===== src/rtl/analog_mux_seq_pkg.sv =====
`default_nettype none
// ============================================================================
// Module   : analog_mux_seq_pkg
// Brief    : Shared state encoding and mode constants for the analog mux
//            break-before-make sequencer.
// Revision : 1.0
// ============================================================================
package analog_mux_seq_pkg;

  typedef enum logic [1:0] {
    ST_IDLE  = 2'd0,
    ST_BREAK = 2'd1,
    ST_ON    = 2'd2
  } state_e;

  localparam logic MODE_MANUAL = 1'b0;
  localparam logic MODE_SCAN   = 1'b1;

  // States in which a manual select request can be taken.
  function automatic logic takes_manual(input state_e s);
    return (s == ST_IDLE) || (s == ST_ON);
  endfunction

endpackage
`default_nettype wire


===== src/rtl/analog_mux_seq_timer.sv =====
`default_nettype none
// ============================================================================
// Module   : analog_mux_seq_timer
// Brief    : Loadable down-counter; done_o is high in the last counted cycle.
// Revision : 1.0
// ============================================================================
module analog_mux_seq_timer
  import analog_mux_seq_pkg::*;
#(
  parameter int W = 8
) (
  input  logic         clk,
  input  logic         rst,
  input  logic         clear_i,
  input  logic         load_i,
  input  logic [W-1:0] load_val_i,
  output logic         done_o
);

  logic [W-1:0] count_q;

  // A load of L yields L cycles of count, done_o in the final one.
  always_ff @(posedge clk) begin
    if (rst || clear_i) begin
      count_q <= '0;
    end else if (load_i) begin
      count_q <= load_val_i;
    end else if (count_q != '0) begin
      count_q <= count_q - W'(1);
    end
  end

  assign done_o = (count_q == W'(1));

endmodule
`default_nettype wire


===== src/rtl/analog_mux_sequencer.sv =====
`default_nettype none
// ============================================================================
// Module   : analog_mux_sequencer
// Brief    : Break-before-make sequencer driving N_CH analog switches on one
//            shared bus, with manual select and auto-scan modes.
// Revision : 1.0
// ============================================================================
module analog_mux_sequencer
  import analog_mux_seq_pkg::*;
#(
  parameter int N_CH       = 16,
  parameter int BBM_CYCLES = 2,
  parameter int DWELL_W    = 8,
  localparam int SEL_W     = $clog2(N_CH)
) (
  input  logic               clk,
  input  logic               rst,
  input  logic               ena,
  input  logic               scan_mode,
  input  logic [SEL_W-1:0]   sel_in,
  input  logic               sel_valid,
  output logic               sel_ready,
  input  logic [DWELL_W-1:0] dwell,
  output logic [N_CH-1:0]    ctrl_out,
  output logic [SEL_W-1:0]   cur_sel,
  output logic               on,
  output logic               wrap,
  output logic               sel_err
);

  localparam int               TW       = (DWELL_W > 4) ? DWELL_W : 4;
  localparam logic [TW-1:0]    BBM_LOAD = TW'(BBM_CYCLES);
  localparam logic [SEL_W-1:0] LAST_CH  = SEL_W'(N_CH - 1);

  function automatic logic [N_CH-1:0] onehot(input logic [SEL_W-1:0] s);
    return {{(N_CH-1){1'b0}}, 1'b1} << s;
  endfunction

  state_e           state_q, state_d;
  logic [N_CH-1:0]  ctrl_q, ctrl_d;
  logic [SEL_W-1:0] cur_sel_q, cur_sel_d;
  logic [SEL_W-1:0] pend_sel_q, pend_sel_d;
  logic             scan_q, scan_d;
  logic             pend_scan_q, pend_scan_d;
  logic             pend_idle_q, pend_idle_d;
  logic             pend_wrap_q, pend_wrap_d;
  logic             wrap_q, wrap_d;
  logic             sel_err_q, sel_err_d;

  logic             w_ready;
  logic             w_accept;
  logic             w_range_err;
  logic             w_tmr_load;
  logic             w_tmr_clear;
  logic             w_tmr_done;
  logic [TW-1:0]    w_tmr_val;
  logic [TW-1:0]    w_dwell_load;
  logic [SEL_W-1:0] w_next_ch;

  analog_mux_seq_timer #(
    .W (TW)
  ) u_timer (
    .clk        (clk),
    .rst        (rst),
    .clear_i    (w_tmr_clear),
    .load_i     (w_tmr_load),
    .load_val_i (w_tmr_val),
    .done_o     (w_tmr_done)
  );

  assign w_accept     = sel_valid && w_ready;
  assign w_range_err  = 32'(sel_in) >= 32'(N_CH);
  assign w_dwell_load = (dwell == '0) ? TW'(1) : TW'(dwell);
  assign w_next_ch    = (cur_sel_q == LAST_CH) ? '0 : cur_sel_q + SEL_W'(1);

  // State register
  always_ff @(posedge clk) begin
    if (rst) begin
      state_q     <= ST_IDLE;
      ctrl_q      <= '0;
      cur_sel_q   <= '0;
      pend_sel_q  <= '0;
      scan_q      <= 1'b0;
      pend_scan_q <= 1'b0;
      pend_idle_q <= 1'b0;
      pend_wrap_q <= 1'b0;
      wrap_q      <= 1'b0;
      sel_err_q   <= 1'b0;
    end else begin
      state_q     <= state_d;
      ctrl_q      <= ctrl_d;
      cur_sel_q   <= cur_sel_d;
      pend_sel_q  <= pend_sel_d;
      scan_q      <= scan_d;
      pend_scan_q <= pend_scan_d;
      pend_idle_q <= pend_idle_d;
      pend_wrap_q <= pend_wrap_d;
      wrap_q      <= wrap_d;
      sel_err_q   <= sel_err_d;
    end
  end

  // Next-state logic
  always_comb begin
    state_d     = state_q;
    ctrl_d      = ctrl_q;
    cur_sel_d   = cur_sel_q;
    pend_sel_d  = pend_sel_q;
    scan_d      = scan_q;
    pend_scan_d = pend_scan_q;
    pend_idle_d = pend_idle_q;
    pend_wrap_d = pend_wrap_q;
    wrap_d      = 1'b0;
    sel_err_d   = 1'b0;
    w_tmr_load  = 1'b0;
    w_tmr_clear = 1'b0;
    w_tmr_val   = '0;

    if (!ena) begin
      // Disable wins over everything; any dead time in progress is dropped.
      state_d     = ST_IDLE;
      ctrl_d      = '0;
      scan_d      = 1'b0;
      w_tmr_clear = 1'b1;
    end else begin
      case (state_q)
        ST_IDLE: begin
          if (scan_mode == MODE_SCAN) begin
            state_d    = ST_ON;
            ctrl_d     = onehot('0);
            cur_sel_d  = '0;
            scan_d     = 1'b1;
            w_tmr_load = 1'b1;
            w_tmr_val  = w_dwell_load;
          end else if (w_accept) begin
            if (w_range_err) begin
              sel_err_d = 1'b1;
            end else begin
              state_d   = ST_ON;
              ctrl_d    = onehot(sel_in);
              cur_sel_d = sel_in;
              scan_d    = 1'b0;
            end
          end
        end

        ST_BREAK: begin
          if (w_tmr_done) begin
            if (pend_idle_q) begin
              state_d = ST_IDLE;
            end else begin
              state_d   = ST_ON;
              ctrl_d    = onehot(pend_sel_q);
              cur_sel_d = pend_sel_q;
              scan_d    = pend_scan_q;
              wrap_d    = pend_wrap_q;
              if (pend_scan_q) begin
                w_tmr_load = 1'b1;
                w_tmr_val  = w_dwell_load;
              end
            end
          end
        end

        ST_ON: begin
          if (scan_mode != scan_q) begin
            state_d     = ST_BREAK;
            ctrl_d      = '0;
            pend_sel_d  = '0;
            pend_scan_d = scan_mode;
            pend_idle_d = (scan_mode == MODE_MANUAL);
            pend_wrap_d = 1'b0;
            w_tmr_load  = 1'b1;
            w_tmr_val   = BBM_LOAD;
          end else if (scan_q) begin
            if (w_tmr_done) begin
              state_d     = ST_BREAK;
              ctrl_d      = '0;
              pend_sel_d  = w_next_ch;
              pend_scan_d = 1'b1;
              pend_idle_d = 1'b0;
              pend_wrap_d = (cur_sel_q == LAST_CH);
              w_tmr_load  = 1'b1;
              w_tmr_val   = BBM_LOAD;
            end
          end else if (w_accept) begin
            if (w_range_err) begin
              sel_err_d = 1'b1;
            end else if (sel_in != cur_sel_q) begin
              state_d     = ST_BREAK;
              ctrl_d      = '0;
              pend_sel_d  = sel_in;
              pend_scan_d = 1'b0;
              pend_idle_d = 1'b0;
              pend_wrap_d = 1'b0;
              w_tmr_load  = 1'b1;
              w_tmr_val   = BBM_LOAD;
            end
          end
        end

        default: begin
          state_d = ST_IDLE;
          ctrl_d  = '0;
        end
      endcase
    end
  end

  // Output logic
  always_comb begin
    w_ready   = !rst && ena && (scan_mode == MODE_MANUAL) && takes_manual(state_q);
    sel_ready = w_ready;
    ctrl_out  = ctrl_q;
    cur_sel   = cur_sel_q;
    on        = (state_q == ST_ON);
    wrap      = wrap_q;
    sel_err   = sel_err_q;
  end

endmodule
`default_nettype wire


===== config.mk =====
export PLATFORM = sky130hd
export DESIGN_NAME = analog_mux_sequencer
export DESIGN_NICKNAME = d
export VERILOG_FILES = /design/src/rtl/analog_mux_seq_pkg.sv /design/src/rtl/analog_mux_seq_timer.sv /design/src/rtl/analog_mux_sequencer.sv
export SDC_FILE = /design/constraint.sdc
export NUM_CORES = 1
export LEC_CHECK = 0
export CAP_MARGIN = 20
export CORE_MARGIN = 2
export CORE_UTILIZATION = 50
export CTS_CLUSTER_SIZE = 12
export DETAILED_ROUTE_END_ITERATION = 16
export PLACE_DENSITY = 0.76
export REMOVE_ABC_BUFFERS = 1
export SETUP_SLACK_MARGIN = 0.2
export SLEW_MARGIN = 0
export SYNTH_ARGS = -nofsm -noshare
export SYNTH_HDL_FRONTEND = slang
export SYNTH_HIERARCHICAL = 1
export SYNTH_SLANG_ARGS = --single-unit
export TNS_END_PERCENT = 1

===== constraint.sdc =====
create_clock -name clk -period 3.87 [get_ports clk]
set_input_delay 0.774 -clock clk [delete_from_list [all_inputs] [get_ports clk]]
set_output_delay 0.774 -clock clk [all_outputs]
set_load 0.02 [all_outputs]

-- Word-level counts from Yosys, hierarchy flattened
Index checks and enable logic that the tools add are counted.
W data, S select, Z words.
- latch bits: 0
- flip-flop bits (word level): 39
- ROM bits: 0
- memories: 0
- memory bits (writable): 0
- output and inout bits: 24
- reduce and logical (&&, ||, !) cells: 21
- eq/ne operators: 13
- magnitude comparators: 0
- mux-type cells: 73
- add/sub/neg operators: 2
- shift-type cells: 2
- bitwise operators: 4
- div/mod/pow operators: 0
- multipliers: 0
- operator list (kind ; count):
    $mux W16 ; 9
    $mux W8 ; 10
    $pmux W16 S3 ; 1
    $mux W4 ; 10
    $shl A1 B4 Y16 const A ; 2
    $mux W1 ; 26
    $mux W2 ; 12
    $pmux W8 S3 ; 1
    $reduce_and A5 Y1 ; 3
    $eq A8 B1 Y1 const B ; 1
    $logic_not A8 Y1 ; 1
    $ne A4 B1 Y1 const B ; 2
    $pmux W4 S2 ; 1
    $reduce_bool A8 Y1 ; 1
    $sub A8 B1 Y8 const B ; 1
    $pmux W2 S3 ; 1
    $reduce_and A6 Y1 ; 1
    $reduce_bool A3 Y1 ; 2
    $reduce_or A5 Y1 ; 1
    $add A4 B1 Y4 const B ; 1
    $eq A4 B4 Y1 const B ; 1
    $logic_and A1 B1 Y1 ; 4
    $ne A4 B2 Y1 const B ; 1
    $ne A4 B4 Y1 ; 1
    other kinds (16) ; 21

-- Depth between registers and ports, before layout
Gate-level depths: netlist (run 1).
- word-level depth: 11
- gate-level depth with buffers: 12
- mapped depth without buffers: 12

-- Modules after synthesis
Netlist (run 1), hierarchy kept.
- by module, submodules not included (module ; area each (um2) ; times used ; cells an instance):
    analog_mux_sequencer ; 1976.9 ; 1 ; 228
    analog_mux_seq_timer ; 485.5 ; 1 ; 56

-- Worst setup path after synthesis (run 1)
OpenSTA, ideal clock, no wires.
- kind: register -> register
- start point: reg u_timer.count_q[3]
- end point: reg u_timer.count_q[0]
- path buffers: 1
- cell stages (with the launch flop): 12
- arrival time: 3044 ps
- setup slack: 702 ps
- cell sequence: dfxtp_1 -> or4_4 -> nor4b_1 -> nand2b_1 -> o22ai_1 -> nor2b_1 -> nand2b_1 -> clkbuf_1 -> inv_2 -> nand4_1 -> mux2i_1 -> a21boi_0
- longest elaborated chain between the ends: 7
- ends and longest elaborated chain (what ; RTL line ; text):
    start: declaration ; analog_mux_seq_timer.sv:20 ; logic [W-1:0] count_q;
    start signal: assignment ; analog_mux_seq_timer.sv:27 ; count_q <= load_val_i;
    start signal: assignment ; analog_mux_seq_timer.sv:29 ; count_q <= count_q - W'(1);
    $eq A8 B1 Y1 * ; analog_mux_seq_timer.sv:33 ; assign done_o = (count_q == W'(1));
    via w_tmr_done ; analog_mux_sequencer.sv:55 ; logic w_tmr_done;
    $mux W1 ; analog_mux_sequencer.sv:176 ; if (w_tmr_done) begin
    $mux W1 ; analog_mux_sequencer.sv:175 ; end else if (scan_q) begin
    $mux W1 ; analog_mux_sequencer.sv:166 ; if (scan_mode != scan_q) begin
    $pmux W1 S3 * ; analog_mux_sequencer.sv:126 ; case (state_q)
    $mux W1 * ; analog_mux_sequencer.sv:119 ; if (!ena) begin
    via w_tmr_load ; analog_mux_sequencer.sv:53 ; logic w_tmr_load;
    $mux W8 or $reduce_bool A2 Y1 (tied branches) ; -- ;
The timed path passes the listed nets; every way through them passes the cells marked *.
A chain may end at the register's enable or synchronous reset.

-- Worst setup path in the final report (run 1)
- start point: in scan_mode
- end point: reg u_timer.count_q[3]
- longest elaborated chain between the ends: 10
- ends and longest elaborated chain (what ; RTL line ; text):
    start: declaration ; analog_mux_sequencer.sv:19 ; input logic scan_mode,
    $not A1 Y1 ; analog_mux_sequencer.sv:212 ; w_ready = !rst && ena && (scan_mode == MODE_MANUAL) && takes_manual(state_q);
    $logic_and A1 B1 Y1 (2 in series) ; analog_mux_sequencer.sv:212 ;
    $logic_and A1 B1 Y1 ; analog_mux_sequencer.sv:71 ; assign w_accept = sel_valid && w_ready;
    $mux W1 ; analog_mux_sequencer.sv:186 ; end else if (w_accept) begin
    $mux W1 ; analog_mux_sequencer.sv:175 ;
    $mux W1 ; analog_mux_sequencer.sv:166 ;
    $pmux W1 S3 * ; analog_mux_sequencer.sv:126 ;
    $mux W1 * ; analog_mux_sequencer.sv:119 ;
    via w_tmr_load ; analog_mux_sequencer.sv:53 ;
    $mux W8 or $reduce_bool A2 Y1 (tied branches) ; -- ;
Marked as above.

==> metrics.md, run 1 <==
| Metric | Value |
|---|---|
| CTS-repair resized insts | `0` |
| Router iterations before antenna repair | `4` |
| WL final | `5860 um` |
| Peak VDD IR | `208 uV` |
| Antenna-violating nets left | `0` |
| Slew Limit Headroom | `45.0%` |
| GRT Util Overall | `22.6%` |
| Number of DRC violations after detailed-routing iteration 0 | `90` |
| FF+latch count, synth | `39` |
| Path class of the lowest-slack min-delay path | `register to register` |
| Area after DPL | `2870 um^2` |
| Arrival time at the worst endpoint | `3.43 ns` |
| Ratio of cells with drive above 1 in the final layout | `11.6%` |
| Clock tree from TritonCTS | `built` |
| Met1 routing resource usage after global routing | `27.2%` |
| Post-Synthesis Cells | `284` |
| DRC | `0` |
| Top library cells by usage in the layout, fill and taps aside | `39 x sky130_fd_sc_hd__dfxtp_1, 39 x sky130_fd_sc_hd__clkdlybuf4s50_1, 37 x sky130_fd_sc_hd__nor2_1` |
| Number of cells after detailed placement | `379` |
| Remaining Overflow, GRT | `0` |
| Global placement routability congestion | `0.819` |
| Leakage component of the power | `0.00107 uW` |
| Highest net fanout along the worst path | `10` |
| Number of different library cells in the post-synthesis netlist | `53` |
| Routed via count divided by cell count | `5.72` |
| Routing usage on met2 | `38.4%` |
| Layout Cell Area excl Fill | `2960 um^2` |
| Sort of element at the end of the critical path | `register` |
| Warnings, synthesis | `6` |
| Number of standard cells in the layout, taps in and fillers out | `387` |
| Clock sink total | `39` |
| Count of maximum capacitance violations | `0` |
| Final Cycle Share | `83.8%` |
| Max stage delay on crit path | `0.48 ns` |
| Most utilized layer in the global route result | `met2` |
| Sequential share of the synthesized area | `31.7%` |
| Netlist Area Pre-Place | `2460 um^2` |
| Required @ worst endpoint | `4.06 ns` |
| Final Hold Viols | `0` |
| Peak Freq | `0.308 GHz` |
| Number of inserted filler cells in the final layout | `428` |
| H-tree Lvls | `2` |
| Diodes inserted | `0` |
| Result of the run | `completed` |
| Primary flip-flop cell chosen by synthesis mapping | `sky130_fd_sc_hd__dfxtp_1` |
| Die Wd | `74.2 um` |
| Cts-stage hold buffer count | `0` |
| Slew of the pin with the lowest slew margin | `0.822 ns` |
| Later-pin clock latency in the skew report | `0.30 ns` |
| Number of buffers created by CTS | `5` |
| Placeable core region | `4720 um^2` |
| Worst r2r src | `u_timer/count_q[3]` |
| Cell chain of the critical path | `clkdlybuf4s50_1 > inv_1 > ha_1 > or3b_2 > nand3_1 > nand2b_1 > nand2b_1 > inv_2 > nand4_1 > and2_1 > o211a_1` |
| Routed length per placed instance | `15.1 um` |
| Count of vias placed by the detailed router | `2214` |
| Initial antenna violation count | `0` |
| Synth async-reset ratio | `0%` |
| DIE HEIGHT | `74.2 um` |
| Die area | `5500 um^2` |
| Count of input and output buffers | `39` |
| CTS max path bufs | `2` |
| Element type at the critical path start | `input pin` |
| Boundary Pins | `41` |
| Most frequent cell on the critical path | `sky130_fd_sc_hd__nand2b_1` |
| Vias in the first global route | `2054` |
| Number of synthesized flops with an enable pin | `0` |
| Master cell of the clock root buffer | `sky130_fd_sc_hd__clkbuf_8` |
| Setup TNS Final | `0 ns` |
| Post-CTS Setup Repair Bufs | `0` |
| Library cell contributing the largest single delay on the critical path | `sky130_fd_sc_hd__or3b_2` |
| Clk slew on worst S/H paths | `0.08 ns` |
| Fin nets | `344` |
| Largest clock skew in the final design | `0.00881 ns` |
| Hold Path Origin | `pend_wrap_q` |
| Effective utilization at floorplan | `52.1%` |
| Worst slack on hold paths | `0.476 ns` |
| Unrepaired setup endpoints after global routing | `no` |
| Launch point of the worst path | `scan_mode` |
| GRT met3 Usage | `5.28%` |
| Sum of net half-perimeters after detailed placement | `4330 um` |
| Area growth from synthesis to layout | `20.3%` |
| First-pass GRT wire length | `9560 um` |
| Synth Area per Inst | `8.67 um^2` |
| Reg area | `781 um^2` |
| CP Class | `input pin to register` |
| Maximum number of pins on one net before global-route repair | `21` |
| Area occupied by multi-input gates | `1550 um^2` |
| Final core area utilization | `62.7%` |
| Tmin final | `3.24 ns` |
| Final Slew Violations | `0` |
| PD cells | `363 nW/um^2` |
| Number of cell rows | `25` |
| Final setup viols | `0` |
report_power, final:
part | switching [uW] | total, uW | internal (uW) | leakage, uW
sequential | 37.2 | 466 | 429 | 0.000318
combinational | 181 | 335 | 154 | 0.000713
clock | 150 | 275 | 125 | 0.0000402
state kept, by name, indices dropped and copies added (netlist names):
register,cells
ctrl_out,16
cur_sel,4
pend_idle_q,1
pend_scan_q,1
pend_sel_q,4
pend_wrap_q,1
scan_q,1
state_q,2
u_timer/count_q,8
wrap,1
cells by family after synthesis:
| group | after synthesis | synth area share (%) |
|---|---|---|
| DFF | 39 | 31.7 |
| adders and majority gates | 8 | 4.07 |
| other | 1 | 0.152 |
| AOI/OAI and AO/OA | 83 | 27.0 |
| buffers and inverters | 24 | 5.28 |
| and+or+nand+nor | 110 | 24.5 |
| muxes | 9 | 3.66 |
| xor gates and xnor gates | 10 | 3.56 |
layout make-up:
class	count	share of cell area (%)
multi-input combinational	221	52.4
sequential	39	26.4
timing repair buffer	44	14.4
tap	67	2.83
clock buffer	5	2.32
inverter	8	1.01
clock inverter	3	0.676
synthesized netlist by cell type (2+ instances only):
| master | instances | area [um^2] |
|---|---|---|
| sky130_fd_sc_hd__a211oi_1 | 14 | 105 |
| sky130_fd_sc_hd__a211oi_2 | 11 | 138 |
| sky130_fd_sc_hd__a21oi_1 | 23 | 115 |
| sky130_fd_sc_hd__a22oi_1 | 10 | 75.1 |
| sky130_fd_sc_hd__a311oi_1 | 2 | 17.5 |
| sky130_fd_sc_hd__a31oi_1 | 4 | 25.0 |
| sky130_fd_sc_hd__a32oi_1 | 4 | 35.0 |
| sky130_fd_sc_hd__and2_1 | 9 | 56.3 |
| sky130_fd_sc_hd__and3_1 | 7 | 43.8 |
| sky130_fd_sc_hd__buf_1 | 2 | 7.51 |
| sky130_fd_sc_hd__buf_2 | 2 | 10.0 |
| sky130_fd_sc_hd__buf_6 | 3 | 33.8 |
| sky130_fd_sc_hd__clkbuf_1 | 7 | 26.3 |
| sky130_fd_sc_hd__dfxtp_1 | 39 | 781 |
| sky130_fd_sc_hd__ha_1 | 8 | 100 |
| sky130_fd_sc_hd__inv_1 | 7 | 26.3 |
| sky130_fd_sc_hd__mux2i_1 | 9 | 90.1 |
| sky130_fd_sc_hd__nand2_1 | 18 | 67.6 |
| sky130_fd_sc_hd__nand2b_1 | 4 | 25.0 |
| sky130_fd_sc_hd__nand3_1 | 5 | 25.0 |
| sky130_fd_sc_hd__nor2_1 | 37 | 139 |
| sky130_fd_sc_hd__nor2b_1 | 8 | 50.1 |
| sky130_fd_sc_hd__nor3_1 | 7 | 35.0 |
| sky130_fd_sc_hd__nor3b_1 | 2 | 15.0 |
| sky130_fd_sc_hd__nor4_1 | 2 | 12.5 |
| sky130_fd_sc_hd__nor4_4 | 2 | 42.5 |
| sky130_fd_sc_hd__o21a_1 | 2 | 15.0 |
| sky130_fd_sc_hd__o21ai_0 | 2 | 10.0 |
| sky130_fd_sc_hd__or4_1 | 2 | 15.0 |
| sky130_fd_sc_hd__xnor2_1 | 4 | 35.0 |
| sky130_fd_sc_hd__xor2_1 | 6 | 52.6 |
final timing paths:
kind,to,slack [ns],depth (start not counted)
worst max-delay path,u_timer/count_q[3],0.63,11
worst min-delay path,wrap,0.48,2
worst max register to register,u_timer/count_q[6],0.64,11
worst min register to register,wrap,0.48,2
metrics by stage:
step	total power [uW]	worst slack, ns
3_3_place_gp	802	0.403
6_report	1080	0.628
2_1_floorplan	702	0.707
4_1_cts	1090	0.634
5_1_grt	1140	0.283
3_5_place_dp	808	0.319
critical path: cells and delay by family:
family / cells / cell delay [ns]
AOI/OAI and AO/OA: 1 / 0.11
buffers and inverters: 3 / 0.79
and+or+nand+nor: 6 / 1.42
adders and majority gates: 1 / 0.33
layer usage:
metal  wire length (um)  up-vias  share of wire (%)
met1               2580     1041                 44
met4                 70        0                1.2
li1                   -     1107                  -
met3                307        6                5.2
met5                  0        -                  0
met2               2900       60                 50
Note: power is estimated with default switching activity, not from simulation.
==> run 2: changes to the inputs <==
==> constraint.sdc (replaced) <==
create_clock -name clk -period 3.3 [get_ports clk]
set_input_delay 0.66 -clock clk [delete_from_list [all_inputs] [get_ports clk]]
set_output_delay 0.66 -clock clk [all_outputs]
set_load 0.02 [all_outputs]
==> run 2 against run 1 <==
Final area grew 3.5%. Sequential share of layout area shrank 0.89 points. Register-to-register slack lost 0.08 ns. Non-clock buffer count grew 7. Sequential cell count is the same. Sequential power grew 17%. Final cell count grew 1.8%. Die area is the same. Total power grew 32%. Largest power group unchanged.
==> metrics.md, run 2 (synthesis results as in run 1) <==
| Metric | Value |
|---|---|
| WL final | `5880 um` |
| Worst slack on hold paths | `0.478 ns` |
| Most frequent cell on the critical path | `sky130_fd_sc_hd__clkdlybuf4s50_1` |
| Layout Cell Area excl Fill | `3070 um^2` |
| Final Hold Viols | `0` |
| Placeable core region | `4720 um^2` |
| Remaining Overflow, GRT | `0` |
| Element type at the critical path start | `input pin` |
| Result of the run | `completed` |
| Depth of the worst hold-timing path | `2` |
| Post-CTS Setup Repair Bufs | `0` |
| Fin nets | `351` |
| Cts-stage hold buffer count | `0` |
| Highest net fanout along the worst path | `7` |
| Diodes inserted | `0` |
| Global placement routability congestion | `0.809` |
| Final Cycle Share | `87.9%` |
| Number of DRC violations after detailed-routing iteration 0 | `124` |
| Area after DPL | `2930 um^2` |
| Number of buffers created by CTS | `5` |
| Largest clock skew in the final design | `0.00709 ns` |
| Number of flip-flops in the largest register | `16` |
| Effective utilization at floorplan | `52.1%` |
| Count of vias placed by the detailed router | `2210` |
| Final Slew Violations | `0` |
| Maximum number of pins on one net before global-route repair | `21` |
| Sort of element at the end of the critical path | `primary output` |
| Required @ worst endpoint | `2.64 ns` |
| CP Class | `input pin to primary output` |
| Boundary Pins | `41` |
| Clock sink total | `39` |
| CTS-repair resized insts | `0` |
| DIE HEIGHT | `74.2 um` |
| Slew Limit Headroom | `44.5%` |
| Area growth from synthesis to layout | `24.5%` |
| Count of input and output buffers | `39` |
| Leakage component of the power | `0.00113 uW` |
| Unrepaired setup endpoints after global routing | `no` |
| PD cells | `462 nW/um^2` |
| Ratio of cells with drive above 1 in the final layout | `13.1%` |
| Top library cells by usage in the layout, fill and taps aside | `39 x sky130_fd_sc_hd__dfxtp_1, 39 x sky130_fd_sc_hd__clkdlybuf4s50_1, 37 x sky130_fd_sc_hd__nor2_1` |
| Setup TNS Final | `0 ns` |
| Peak Freq | `0.345 GHz` |
| DRC | `0` |
| Sum of net half-perimeters after detailed placement | `4310 um` |
| Later-pin clock latency in the skew report | `0.30 ns` |
| Clk slew on worst S/H paths | `0.08 ns` |
| Vias in the first global route | `2103` |
| CTS max path bufs | `2` |
| Router iterations before antenna repair | `5` |
| Register-to-Register Path Depth | `8` |
| H-tree Lvls | `2` |
| First-pass GRT wire length | `9490 um` |
| Routed length per placed instance | `14.9 um` |
| Number of inserted filler cells in the final layout | `414` |
| Tmin final | `2.90 ns` |
| Library cell contributing the largest single delay on the critical path | `sky130_fd_sc_hd__clkdlybuf4s50_1` |
| Die area | `5500 um^2` |
| Arrival time at the worst endpoint | `2.24 ns` |
| Antenna-violating nets left | `0` |
| Clock tree from TritonCTS | `built` |
| Count of maximum capacitance violations | `0` |
| Routed via count divided by cell count | `5.61` |
| Number of cell rows | `25` |
| Initial antenna violation count | `0` |
| GRT Util Overall | `22.2%` |
| Path class of the lowest-slack min-delay path | `register to register` |
| Max stage delay on crit path | `0.67 ns` |
| Final setup viols | `0` |
| Slew of the pin with the lowest slew margin | `0.831 ns` |
| Die Wd | `74.2 um` |
| Cell chain of the critical path | `clkdlybuf4s50_1 > buf_4 > nor4b_4 > clkdlybuf4s50_1` |
| Master cell of the clock root buffer | `sky130_fd_sc_hd__clkbuf_8` |
| Peak VDD IR | `327 uV` |
-- run 2: power by group --
part	leakage, uW	total [uW]	switching [uW]	internal, uW
clock network	0.0000654	472	170	302
logic	0.000748	399	212	187
registers	0.000318	546	42.3	503
total	0.00113	1420	424	993
-- run 2: metal layers --
metal / wire [um] / GRT usage [%] / vias to the layer above
met5: 0 / 0 / -
met4: 70 / 8.28 / 0
met3: 255 / 4.34 / 5
met2: 3000 / 38.6 / 47
met1: 2560 / 27.0 / 1040
li1: - / - / 1118
-- run 2: layout make-up --
cell class	instances	area, um^2	share of cell area, %
well taps	67	83.8	2.73
inverters	8	30.0	0.979
multi-input cells	221	1560	50.8
clock inverters	2	60.1	1.96
repair buffers	51	480	15.7
clock buffers	6	72.6	2.37
flip-flops and latches	39	781	25.5
-- run 2: stage by stage --
step / power, uW / utilization [%] / setup WS [ns] / cells
final: 1420 / 64.9 / 0.400 / 394
after global routing: 1490 / 64.9 / 0.340 / 394
after CTS: 1420 / 64.8 / 0.374 / 394
after detailed placement: 954 / 62.0 / 0.215 / 386
after global placement: 948 / 62.0 / 0.266 / 386
after floorplan: 824 / - / 0.137 / 268
-- run 2: path summary, 6_finish.rpt --
| kind | startpoint | endpoint | slack (ns) |
|---|---|---|---|
| hold / removal | pend_wrap_q | wrap | 0.48 |
| setup / recovery | scan_mode | sel_ready | 0.40 |
| hold reg to reg | pend_wrap_q | wrap | 0.48 |
| setup reg to reg | u_timer/count_q[3] | ctrl_out[11] | 0.56 |
-- run 2: critical path: cells and delay by family --
family	cells	cell delay, ns
simple gates	1	0.31
buf+inv	3	1.27
